### src/rtl/hamming_scrub_ctrl.sv
// hamming_scrub_ctrl: background ECC scrubber walking addresses 0..DEPTH-1 through a Hamming decoder.
// Optional corrected-word write-back is enabled by defining HAMMING_SCRUB_WRITEBACK_EN.
module hamming_dec #(
    parameter int DW = 8,
    parameter int PW = 4
) (
    input  logic [DW-1:0] i_data,
    input  logic [PW-1:0] i_par,
    output logic [PW-1:0] o_err_pos,
    output logic [DW-1:0] o_data
);
    // Data bits fill the non-power-of-two codeword positions in ascending order.
    function automatic int dpos(input int d);
        int n;
        int r;
        n = 0;
        r = 0;
        for (int p = 3; p <= DW + PW; p++)
            if ((p & (p - 1)) != 0) begin
                if (n == d) r = p;
                n++;
            end
        return r;
    endfunction

    // Parity bit k sits at position 2^k, so it contributes exactly bit k of the syndrome.
    always_comb begin
        o_err_pos = i_par;
        for (int d = 0; d < DW; d++)
            if (i_data[d]) o_err_pos = o_err_pos ^ PW'(dpos(d));
    end

    always_comb begin
        o_data = i_data;
        for (int d = 0; d < DW; d++)
            if (o_err_pos == PW'(dpos(d))) o_data[d] = ~i_data[d];
    end
endmodule

module hamming_scrub_ctrl #(
    parameter int DW    = 8,
    parameter int PW    = 4,
    parameter int AW    = 8,
    parameter int DEPTH = 256,
    parameter int CW    = 16
) (
    input  logic          i_clk,
    input  logic          i_rst,
    input  logic          i_start,
    input  logic          i_abort,
    output logic          o_mem_req,
    output logic          o_mem_we,
    output logic [AW-1:0] o_mem_addr,
    output logic [DW-1:0] o_mem_wdata,
    output logic [PW-1:0] o_mem_wpar,
    input  logic          i_mem_gnt,
    input  logic          i_mem_rvalid,
    input  logic [DW-1:0] i_mem_rdata,
    input  logic [PW-1:0] i_mem_rpar,
    output logic          o_busy,
    output logic          o_done,
    output logic [CW-1:0] o_corr_cnt,
    output logic [CW-1:0] o_uncorr_cnt,
    output logic [AW-1:0] o_last_err_addr
);
    typedef enum logic [2:0] {IDLE, RD_REQ, RD_WAIT, CHECK, WR_REQ, NEXT, DONE} state_t;

    state_t        state_q;
    logic [AW-1:0] addr_q, last_q;
    logic [DW-1:0] rdata_q, dec_data;
    logic [PW-1:0] rpar_q, syn;
    logic [CW-1:0] corr_q, uncorr_q, corr_cnt_d, uncorr_cnt_d;
    logic          req_q, busy_q, done_q, abort_q;
    logic          is_corr_d, is_uncorr_d;

    hamming_dec #(.DW(DW), .PW(PW)) u_dec (
        .i_data   (rdata_q),
        .i_par    (rpar_q),
        .o_err_pos(syn),
        .o_data   (dec_data)
    );

    assign is_uncorr_d  = 32'(syn) > DW + PW;
    assign is_corr_d    = (syn != '0) && !is_uncorr_d;
    assign corr_cnt_d   = corr_q + CW'(corr_q != '1);
    assign uncorr_cnt_d = uncorr_q + CW'(uncorr_q != '1);

    assign o_mem_req       = req_q;
    assign o_mem_addr      = addr_q;
    assign o_busy          = busy_q;
    assign o_done          = done_q;
    assign o_corr_cnt      = corr_q;
    assign o_uncorr_cnt    = uncorr_q;
    assign o_last_err_addr = last_q;

`ifdef HAMMING_SCRUB_WRITEBACK_EN
    logic          we_q;
    logic [DW-1:0] wdata_q;
    logic [PW-1:0] wpar_q;
    logic [PW-1:0] par_fix_d;
    // A power-of-two syndrome names the flipped parity bit directly.
    assign par_fix_d   = ((syn & (syn - PW'(1))) == '0) ? syn : '0;
    assign o_mem_we    = we_q;
    assign o_mem_wdata = wdata_q;
    assign o_mem_wpar  = wpar_q;
`else
    logic unused_dec;
    assign unused_dec  = ^dec_data;
    assign o_mem_we    = 1'b0;
    assign o_mem_wdata = '0;
    assign o_mem_wpar  = '0;
`endif

    always_ff @(posedge i_clk) begin
        if (i_rst) begin
            state_q  <= IDLE;
            addr_q   <= '0;
            last_q   <= '0;
            rdata_q  <= '0;
            rpar_q   <= '0;
            corr_q   <= '0;
            uncorr_q <= '0;
            req_q    <= 1'b0;
            busy_q   <= 1'b0;
            done_q   <= 1'b0;
            abort_q  <= 1'b0;
`ifdef HAMMING_SCRUB_WRITEBACK_EN
            we_q     <= 1'b0;
            wdata_q  <= '0;
            wpar_q   <= '0;
`endif
        end else begin
            done_q <= 1'b0;
            if (state_q != IDLE && i_abort) abort_q <= 1'b1;
            case (state_q)
                IDLE: if (i_start) begin
                    corr_q   <= '0;
                    uncorr_q <= '0;
                    addr_q   <= '0;
                    abort_q  <= 1'b0;
                    busy_q   <= 1'b1;
                    req_q    <= 1'b1;
                    state_q  <= RD_REQ;
                end
                RD_REQ: if (i_mem_gnt) begin
                    req_q   <= 1'b0;
                    state_q <= RD_WAIT;
                end
                RD_WAIT: if (i_mem_rvalid) begin
                    rdata_q <= i_mem_rdata;
                    rpar_q  <= i_mem_rpar;
                    state_q <= CHECK;
                end
                CHECK: begin
                    if (syn != '0) last_q <= addr_q;
                    if (is_corr_d) corr_q <= corr_cnt_d;
                    if (is_uncorr_d) uncorr_q <= uncorr_cnt_d;
                    state_q <= NEXT;
`ifdef HAMMING_SCRUB_WRITEBACK_EN
                    if (is_corr_d) begin
                        req_q   <= 1'b1;
                        we_q    <= 1'b1;
                        wdata_q <= dec_data;
                        wpar_q  <= rpar_q ^ par_fix_d;
                        state_q <= WR_REQ;
                    end
`endif
                end
`ifdef HAMMING_SCRUB_WRITEBACK_EN
                WR_REQ: if (i_mem_gnt) begin
                    req_q   <= 1'b0;
                    we_q    <= 1'b0;
                    state_q <= NEXT;
                end
`endif
                NEXT: if (addr_q == AW'(DEPTH - 1) || abort_q) begin
                    busy_q  <= 1'b0;
                    done_q  <= 1'b1;
                    state_q <= DONE;
                end else begin
                    addr_q  <= addr_q + AW'(1);
                    req_q   <= 1'b1;
                    state_q <= RD_REQ;
                end
                DONE: begin
                    abort_q <= 1'b0;
                    state_q <= IDLE;
                end
                default: state_q <= IDLE;
            endcase
        end
    end
endmodule

### config.mk
export PLATFORM = sky130hd
export DESIGN_NAME = hamming_scrub_ctrl
export DESIGN_NICKNAME = d
export VERILOG_FILES = /design/src/rtl/hamming_scrub_ctrl.sv
export SDC_FILE = /design/constraint.sdc
export NUM_CORES = 1
export LEC_CHECK = 0
export ABC_AREA = 1
export CELL_PAD_IN_SITES_DETAIL_PLACEMENT = 1
export CELL_PAD_IN_SITES_GLOBAL_PLACEMENT = 1
export CORE_MARGIN = 8
export CORE_UTILIZATION = 39
export DETAILED_ROUTE_END_ITERATION = 8
export PLACE_DENSITY = 0.82
export SLEW_MARGIN = 25
export SYNTH_ARGS = -nofsm -noshare
export SYNTH_HDL_FRONTEND = slang
export SYNTH_SLANG_ARGS = --single-unit
### constraint.sdc
create_clock -name i_clk -period 3.55 [get_ports i_clk]
set_input_delay 1.065 -clock i_clk [delete_from_list [all_inputs] [get_ports i_clk]]
set_output_delay 1.065 -clock i_clk [all_outputs]
set_load 0.01 [all_outputs]
# Word-level counts from Yosys, hierarchy flattened
# Index checks and enable logic that the tools add are counted.
# op_classes
n_addsub,51
order_cmp,1
n_eq_ne,64
n_mux,151
n_bitwise,9
reduce_logical,26
# op_table
operator,n
2-to-1 mux 32 bit,56
"adder 32 x 2 -> 32 bit, second input constant",48
"== test 32 x 4 -> 1 bit, second input constant",28
"== test 32 x 3 -> 1 bit, second input constant",14
"== test 32 x 2 -> 1 bit, second input constant",7
zero test 32 bit,7
2-to-1 mux 4 bit,53
2-to-1 mux 3 bit,23
case mux 16 bit (2 select lines),2
2-to-1 mux 16 bit,3
adder 16 x 1 -> 16 bit,2
"!= test 16 bit, second input constant",2
XOR 4 bit,8
2-to-1 mux 8 bit,2
case mux 8 bit (2 select lines),1
case mux 3 bit (5 select lines),1
AND reduction 3 bit,5
"!= test 2 bit, second input constant",7
"adder 8 x 1 -> 8 bit, second input constant",1
"== test 8 bit, second input constant",1
2-to-1 mux 1 bit,7
"== test 3 x 2 -> 1 bit, second input constant",2
"== test 3 bit, second input constant",2
nonzero test 3 bit,2
other kinds (14),18
# word_totals
regBits,67
out_inout_bits,64
wordCells,313

# Logic depth before layout (Yosys ltp)
# Gate-level depths: netlist of the first run.
# depth
ltp_word,37
mapped_depth,16

# By module
# From an unflattened synthesis of the first run, not the netlist that was laid out.
# hier_totals
hier_cells,636
area_unflattened_um2,4081.4
# by_module_without_submodules
mod,instances,cells_each,area_per_inst_um2,seq_area_each_um2
hamming_scrub_ctrl,1,511,3485.8,1341.3
hamming_dec,1,125,595.6,0.0

# Worst setup path before layout of the first run
# OpenSTA, ideal clock, no wires.
# synth_timing
path_type,input to register
startpoint,in i_start
endpoint,"reg corr_q[10], in the netlist o_corr_cnt[10]"
setup_ns,0.115
arrival_time_ns,1.897
required_ns,3.435
setup_slack_ns,1.538
stages,7
cell_sequence,inv_1 nor2_1 inv_1 buf_2 buf_1 a21oi_1 nor2_1
# synth_between
elab_chain_cells,2
# synth_rtl
item,line,rtl
from (decl),49,"input logic i_start,"
!= test 2 bit (no source line),n/a,
AND reduction 3 bit (no source line),n/a,
to (signal assigned),156,if (is_corr_d) corr_q <= corr_cnt_d;
to (decl),72,"logic [CW-1:0] corr_q, uncorr_q, corr_cnt_d, uncorr_cnt_d;"
# No other way between the ends.
# A chain may end at the register's enable or synchronous reset.

# Final worst setup path of the first run
# layout_timing
startpoint,"reg corr_q[1], in the netlist o_corr_cnt[1]"
endpoint,out o_corr_cnt[1]
# layout_lines
item,line,rtl
to (decl),62,"output logic [CW-1:0] o_corr_cnt,"
# No word-level cell between the ends.

==> results.yml, run 1 <==
setup_path:
  endpoint_kind: "output pin"
  reg2reg_from: "o_corr_cnt[7]$_SDFFE_PP0P_"
  crit_family: "buffers and inverters"
  start_kind: "flip-flop"
  worst_ep_required_time_ns: 2.48
  r2r_slack_ns: 1.16
  timing.rr.end: "o_corr_cnt[14]$_SDFFE_PP0P_"
  path_buf_inv: 1
  critPathKind: "reg2out"
  worstPathCellList: "clkdlybuf4s50_1"
  arrival_ns: 1.46
  slowest_delay_ns: 0.60
  cp_slowest_cell: "clkdlybuf4s50_1"
  rr_worst_depth: 16
  path_max_fanout: 6
global_route:
  grt_busiest_layer: "met2"
  grt_max_degree: 36
  grt_pass1_vias: 4188
  grt_use_met3: 0.0300
  antenna_found_initial: 0
  overflow: 0
  use_met1: 0.203
  grt_pass1_wl_um: 19500
  met2_usage: 0.323
  grt_usage: 0.179
floorplanning:
  die_x_um: 116
  ioPinCount: 82
  dieArea_um2: 13500
  coreArea_um2: 9770
  die-height_um: 116
  rows: 36
  start_util: 0.401
clocking:
  cts-root-buf: "clkbuf_8"
  clk_latency_ns: 0.36
  cts.sinks: 67
  cts_resized: 0
  holdBufCountCts: 0
  cts_buffers: 9
  clkSlewWorstSetupHoldPaths_ns: 0.08
  cts_tree: "yes"
  cts_setup_buffers: 0
  ctsHtreeMaxLevel: 3
  clk_path_buf_depth: 2
timing:
  maxSlewViolCount: 0
  finalHoldViolCount: 0
  tns_ns: 0
  fin_crit_sh: 0.711
  setup_viol: 0
  slew_headroom: 0.457
  fmax_mhz: 396
  fin_skew_ns: 0.0122
  rsz0062_at_grt: "false"
  tightestPinTransition_ns: 0.806
  fin_ws_ns: 1.02
  fin_crit_ns: 2.53
  hold_ws_ns: 0.497
logic_synthesis:
  synth_area_um2: 3920
  ys_seq_area_frac: 0.342
  yosysTopAreaCell: "dfxtp_1"
  ys_seq_elements: 67
  ys_types: 37
  ys_top_cells_by_count: "108 x nand2_1, 84 x nor2_1, 67 x dfxtp_1"
  syn_avg_cell_area_um2: 6.77
  synth.most_common_cell: "nand2_1"
  ys.flop_type: "dfxtp_1"
  yosysTopAreaCellShare: 0.342
  ys_warn_count: 0
  async_reset_ff_frac: 0
  synth-edff-count: 0
  synth_cells: 579
  synthTopCellsByArea: "dfxtp_1 34%, nand2_1 10%, nor2_1 8.0%"
pwr:
  power_density_nw_per_um2: 549
  swShare: 0.368
  pwr-share-clk: 0.299
  cell_internal_pwr_uw: 1690
  ir_drop_mv: 0.296
  p_sw_uw: 984
  cellLeakagePower_uw: 0.00190
  seq_power_share: 0.351
  fin_total_pwr_uw: 2680
  p_comb_frac: 0.350
flow_run:
  cap_violations: 0
layout:
  area_delta_synth_final_pct: 24.3
  instances_no_fill: 781
  nNetsFinal: 666
  drive_gt1_frac: 0.0818
  n_antenna_cell: 0
place:
  dp_hpwl_um: 8750
  port-buffer-count: 68
  place.gp.congestion: 0.845
  placed_cells: 765
  pre_cts_ws_ns: 0.824
routing:
  antenna_left: 0
  drtIter0Drc: 91
  first_pass_iters: 4
  vias: 3980
  routed_via_density: 5.10
  drc: 0
  routed_wl_um: 11900
  post_drt_wl_per_cell_um: 15.2
worst_hold_path:
  holdPathEnd: "abort_q$_SDFF_PP0_"
  holdPathStages: 2
  hold_class: "reg2reg"
  hold_start: "abort_q$_SDFF_PP0_"
status:
  status: "completed"
worst max path at each step:
stage,from,endpoint,slack [ns],depth (start not counted)
final,o_corr_cnt[1]$_SDFFE_PP0P_,o_corr_cnt[1],1.02,1
after global routing,o_corr_cnt[7]$_SDFFE_PP0P_,o_corr_cnt[14]$_SDFFE_PP0P_,0.87,15
after CTS,o_corr_cnt[4]$_SDFFE_PP0P_,o_corr_cnt[4],1.02,1
after detailed placement,i_start,o_mem_addr[1]$_SDFFE_PP0P_,0.82,6
after global placement,i_mem_rvalid,rdata_q[1]$_SDFFE_PP0P_,0.95,6
after floorplan,i_start,o_corr_cnt[10]$_SDFFE_PP0P_,1.54,7
state kept, by name, indices dropped and copies added (netlist names):
register / flops
abort_q: 1
o_mem_req: 1
o_mem_addr: 8
o_last_err_addr: 8
state_q: 3
rpar_q: 4
rdata_q: 8
o_corr_cnt: 16
o_busy: 1
o_done: 1
o_uncorr_cnt: 16
cells by family (layout without fill, tap and decap cells):
kind of cell | count (synthesis) | count (layout) | synth area share
DFF | 67 | 67 | 0.342
xor gates and xnor gates | 15 | 15 | 0.0335
adders and majority gates | 5 | 5 | 0.0160
other | 1 | 13 | 0.000957
and+or+nand+nor | 297 | 297 | 0.358
AOI/OAI and AO/OA | 100 | 100 | 0.135
buffers and inverters | 94 | 151 | 0.113
area by class of cell:
cell class | count | area, um^2
inverter | 64 | 240
sequential | 67 | 1340
clock inverter | 4 | 97.6
timing repair buffer | 71 | 703
clock buffer | 12 | 145
fill | 1294 | 4900
multi-input combinational | 430 | 2180
tap | 133 | 166
metal layers:
metal | vias up | share of wire
met5 | - | 0
met4 | 0 | 0.019
met3 | 20 | 0.039
met2 | 71 | 0.51
met1 | 1897 | 0.44
li1 | 1992 | -
cell usage in the layout (no fill, tap or decap):
cell type          n
a21o_1             1
nand3b_2           1
nor3b_1            3
clkdlybuf4s50_1   68
nor3_1            13
a211oi_1           4
nor2_1            84
o21bai_1           1
conb_1            13
nand2_1          108
o211ai_1           3
nand2_4            3
buf_4              3
o21ai_0           32
clkbuf_1           2
and3_1             1
nand4_1            9
and2_4             1
o21ai_1            1
inv_2              5
xnor2_1            5
a21oi_1           56
clkinvlp_4         1
clkbuf_8          10
nand3_4            2
nand2_2            8
bufinv_16          3
clkinv_1           1
a21oi_2            2
nor2_4             2
xor2_1            10
nor4_1             4
or2_2              1
nand3_2           11
nand3_1           46
dfxtp_1           67
inv_1             58
ha_1               5
stage by stage:
| stage | util | area, um^2 |
|---|---|---|
| after floorplan | - | 3960 |
| after global placement | 0.474 | 4630 |
| after detailed placement | 0.474 | 4630 |
| after CTS | 0.498 | 4870 |
| after global routing | 0.498 | 4870 |
| final | 0.498 | 4870 |
power groups by stage:
stage | logic, uW | clock network [uW] | registers, uW
after floorplan | 639 | 0 | 964
after global placement | 888 | 0 | 955
after detailed placement | 937 | 0 | 958
after CTS | 948 | 810 | 942
after global routing | 1050 | 840 | 955
final | 936 | 801 | 939
(Power assumes the default switching activity.)
==> run 2, diff against run 1 <==
--- a/config.mk
+++ b/config.mk
@@ -9,9 +9,9 @@
 export CELL_PAD_IN_SITES_DETAIL_PLACEMENT = 1
 export CELL_PAD_IN_SITES_GLOBAL_PLACEMENT = 1
 export CORE_MARGIN = 8
-export CORE_UTILIZATION = 39
+export CORE_UTILIZATION = 33
 export DETAILED_ROUTE_END_ITERATION = 8
-export PLACE_DENSITY = 0.82
+export PLACE_DENSITY = 0.73
 export SLEW_MARGIN = 25
 export SYNTH_ARGS = -nofsm -noshare
 export SYNTH_HDL_FRONTEND = slang
==> constraint.sdc (replaced) <==
create_clock -name i_clk -period 2.04 [get_ports i_clk]
set_input_delay 0.612 -clock i_clk [delete_from_list [all_inputs] [get_ports i_clk]]
set_output_delay 0.612 -clock i_clk [all_outputs]
set_load 0.01 [all_outputs]
==> run 2 against run 1 <==
Effect of this change:
- the run now ends with negative setup slack left
- design area rose by 15%
- setup slack got worse by 1.1 ns
- cell count rose by 9.2%
- clock skew fell by 0.0048 ns
- non-clock buffer count rose by 61
- critical path depth rose by 14
- global-route usage fell by 1.8 points
- sequential cell count did not move
- first-iteration DRC count rose by 48%
- power rose by 98%
- combinational power rose by 110%
- clock power rose by 110%
- critical path type is now reg2reg
- largest power group is now combinational cells
==> results.yml, run 2 (same netlist as run 1, synthesis figures left out) <==
timing:
  setup_viol: 5
  fin_ws_ns: -0.0548
  fin_skew_ns: 0.00735
  fmax_mhz: 477
  fin_crit_ns: 2.09
  maxSlewViolCount: 0
  hold_ws_ns: 0.497
  finalHoldViolCount: 0
  rsz0062_at_grt: "true"
  fin_crit_sh: 1.03
worst_hold_path:
  hold_class: "reg2reg"
  holdPathStages: 2
place:
  pre_cts_ws_ns: -0.132
  place.gp.congestion: 0.807
  place_area_um2: 5040
  port-buffer-count: 68
  dp_hpwl_um: 9130
global_route:
  use_met1: 0.187
  overflow: 0
  met2_usage: 0.284
  grt_busiest_layer: "met2"
  grt_max_degree: 37
  grt_usage: 0.161
  antenna_found_initial: 0
  grt_use_met3: 0.0382
  grt_pass1_vias: 4547
  grt_pass1_wl_um: 21400
pwr:
  ir_drop_mv: 0.356
  power_density_nw_per_um2: 942
  cellLeakagePower_uw: 0.00233
setup_path:
  rr_worst_depth: 15
  endpoint_kind: "flip-flop"
  arrival_ns: 2.36
  worst_ep_required_time_ns: 2.30
  start_kind: "flip-flop"
  path_max_fanout: 3
  critPathKind: "reg2reg"
layout:
  final_area_um2: 5610
  final_common_cell: "nand2_1"
  drive_gt1_frac: 0.217
  nNetsFinal: 728
  n_antenna_cell: 0
  final_cell_mix: "102 x nand2_1, 77 x nor2_1, 67 x clkdlybuf4s50_1, 61 x buf_4, 56 x a21oi_1"
  final_util: 0.488
  fillerInstances: 1488
  area_delta_synth_final_pct: 43.3
floorplanning:
  dieArea_um2: 15600
  ioPinCount: 82
  rows: 39
  die-height_um: 125
  die_x_um: 125
  coreArea_um2: 11500
  start_util: 0.340
routing:
  post_drt_wl_per_cell_um: 15.3
  vias: 4263
  first_pass_iters: 4
  antenna_left: 0
  routed_via_density: 5.00
  routed_wl_um: 13100
  drc: 0
  drtIter0Drc: 135
clocking:
  ctsHtreeMaxLevel: 3
  clkSlewWorstSetupHoldPaths_ns: 0.06
  cts_buffers: 9
  clk_latency_ns: 0.33
  cts_tree: "yes"
  clk_path_buf_depth: 2
  cts.sinks: 67
  cts-root-buf: "clkbuf_16"
status:
  violations: "negative setup slack"
  status: "finished with violations"
flow_run:
  cap_violations: 0
==> run 2: cell count changes in the layout (fill, tap and decap cells not counted), moves of 7 or more <==
| cell | change |
|---|---|
| clkbuf_8 | -9 |
| dfxtp_2 | +12 |
| buf_4 | +58 |
| dfxtp_1 | -12 |
| clkbuf_16 | +9 |
| nor2_1 | -7 |
==> run 2: critical path, stage by stage (launching register included) <==
cell	delay (ns)
dfxtp_1	0.36
inv_1	0.08
nor4_2	0.32
nand3_2	0.19
ha_4	0.23
nand2_4	0.06
nor2_2	0.05
nand2_2	0.10
buf_4	0.11
buf_4	0.09
buf_4	0.09
buf_4	0.09
nand2_1	0.04
nor2_1	0.08
a21oi_1	0.04
nor2_1	0.10
==> run 2: power breakdown <==
part	switching, uW	leakage (uW)	internal, uW
registers	124	0.000549	1480
logic	1140	0.00163	822
clock network	613	0.000155	1100
total	1880	0.00233	3410
==> run 2: final timing paths <==
path,slack (ns),from,end
min,0.50,o_mem_addr[4]$_SDFFE_PP0P_,o_last_err_addr[4]$_SDFFE_PP0P_
max,-0.05,o_corr_cnt[10]$_SDFFE_PP0P_,o_corr_cnt[4]$_SDFFE_PP0P_
max reg2reg,-0.05,o_corr_cnt[10]$_SDFFE_PP0P_,o_corr_cnt[4]$_SDFFE_PP0P_
min reg2reg,0.50,o_mem_addr[4]$_SDFFE_PP0P_,o_last_err_addr[4]$_SDFFE_PP0P_
==> run 2: cell type report <==
class / count / area (um^2) / area share
Clock buffer: 10 / 239 / 0.0426
Clock inverter: 6 / 88.8 / 0.0158
Inverter: 64 / 245 / 0.0437
Multi-Input combinational cell: 431 / 2320 / 0.414
Sequential cell: 67 / 1360 / 0.242
Tap cell: 143 / 179 / 0.0319
Timing Repair Buffer: 132 / 1180 / 0.211
==> run 2: per-layer routing <==
metal	vias up	wire, um
met5	-	0
met2	97	6540
li1	2116	-
met1	2031	5690
met3	19	552
met4	0	275
==> run 2: what timing repair did <==
action                     4_1_cts  5_1_grt
setup endpoints to repair        9       29
hold buffers                     0        0
pin swaps                       16       18
cloned                           0        1
resized for setup               21       32
setup buffers                    6        3
==> run 2: through the flow <==
| stage | cells | total power, uW | setup TNS, ns |
|---|---|---|---|
| finish | 853 | 5290 | -0.178 |
| global route | 853 | 5630 | -1.64 |
| CTS | 849 | 5240 | -0.0118 |
| detailed placement | 827 | 3480 | -2.00 |
| global placement | 827 | 3410 | -0.956 |
| floorplan | 591 | 2790 | 0 |
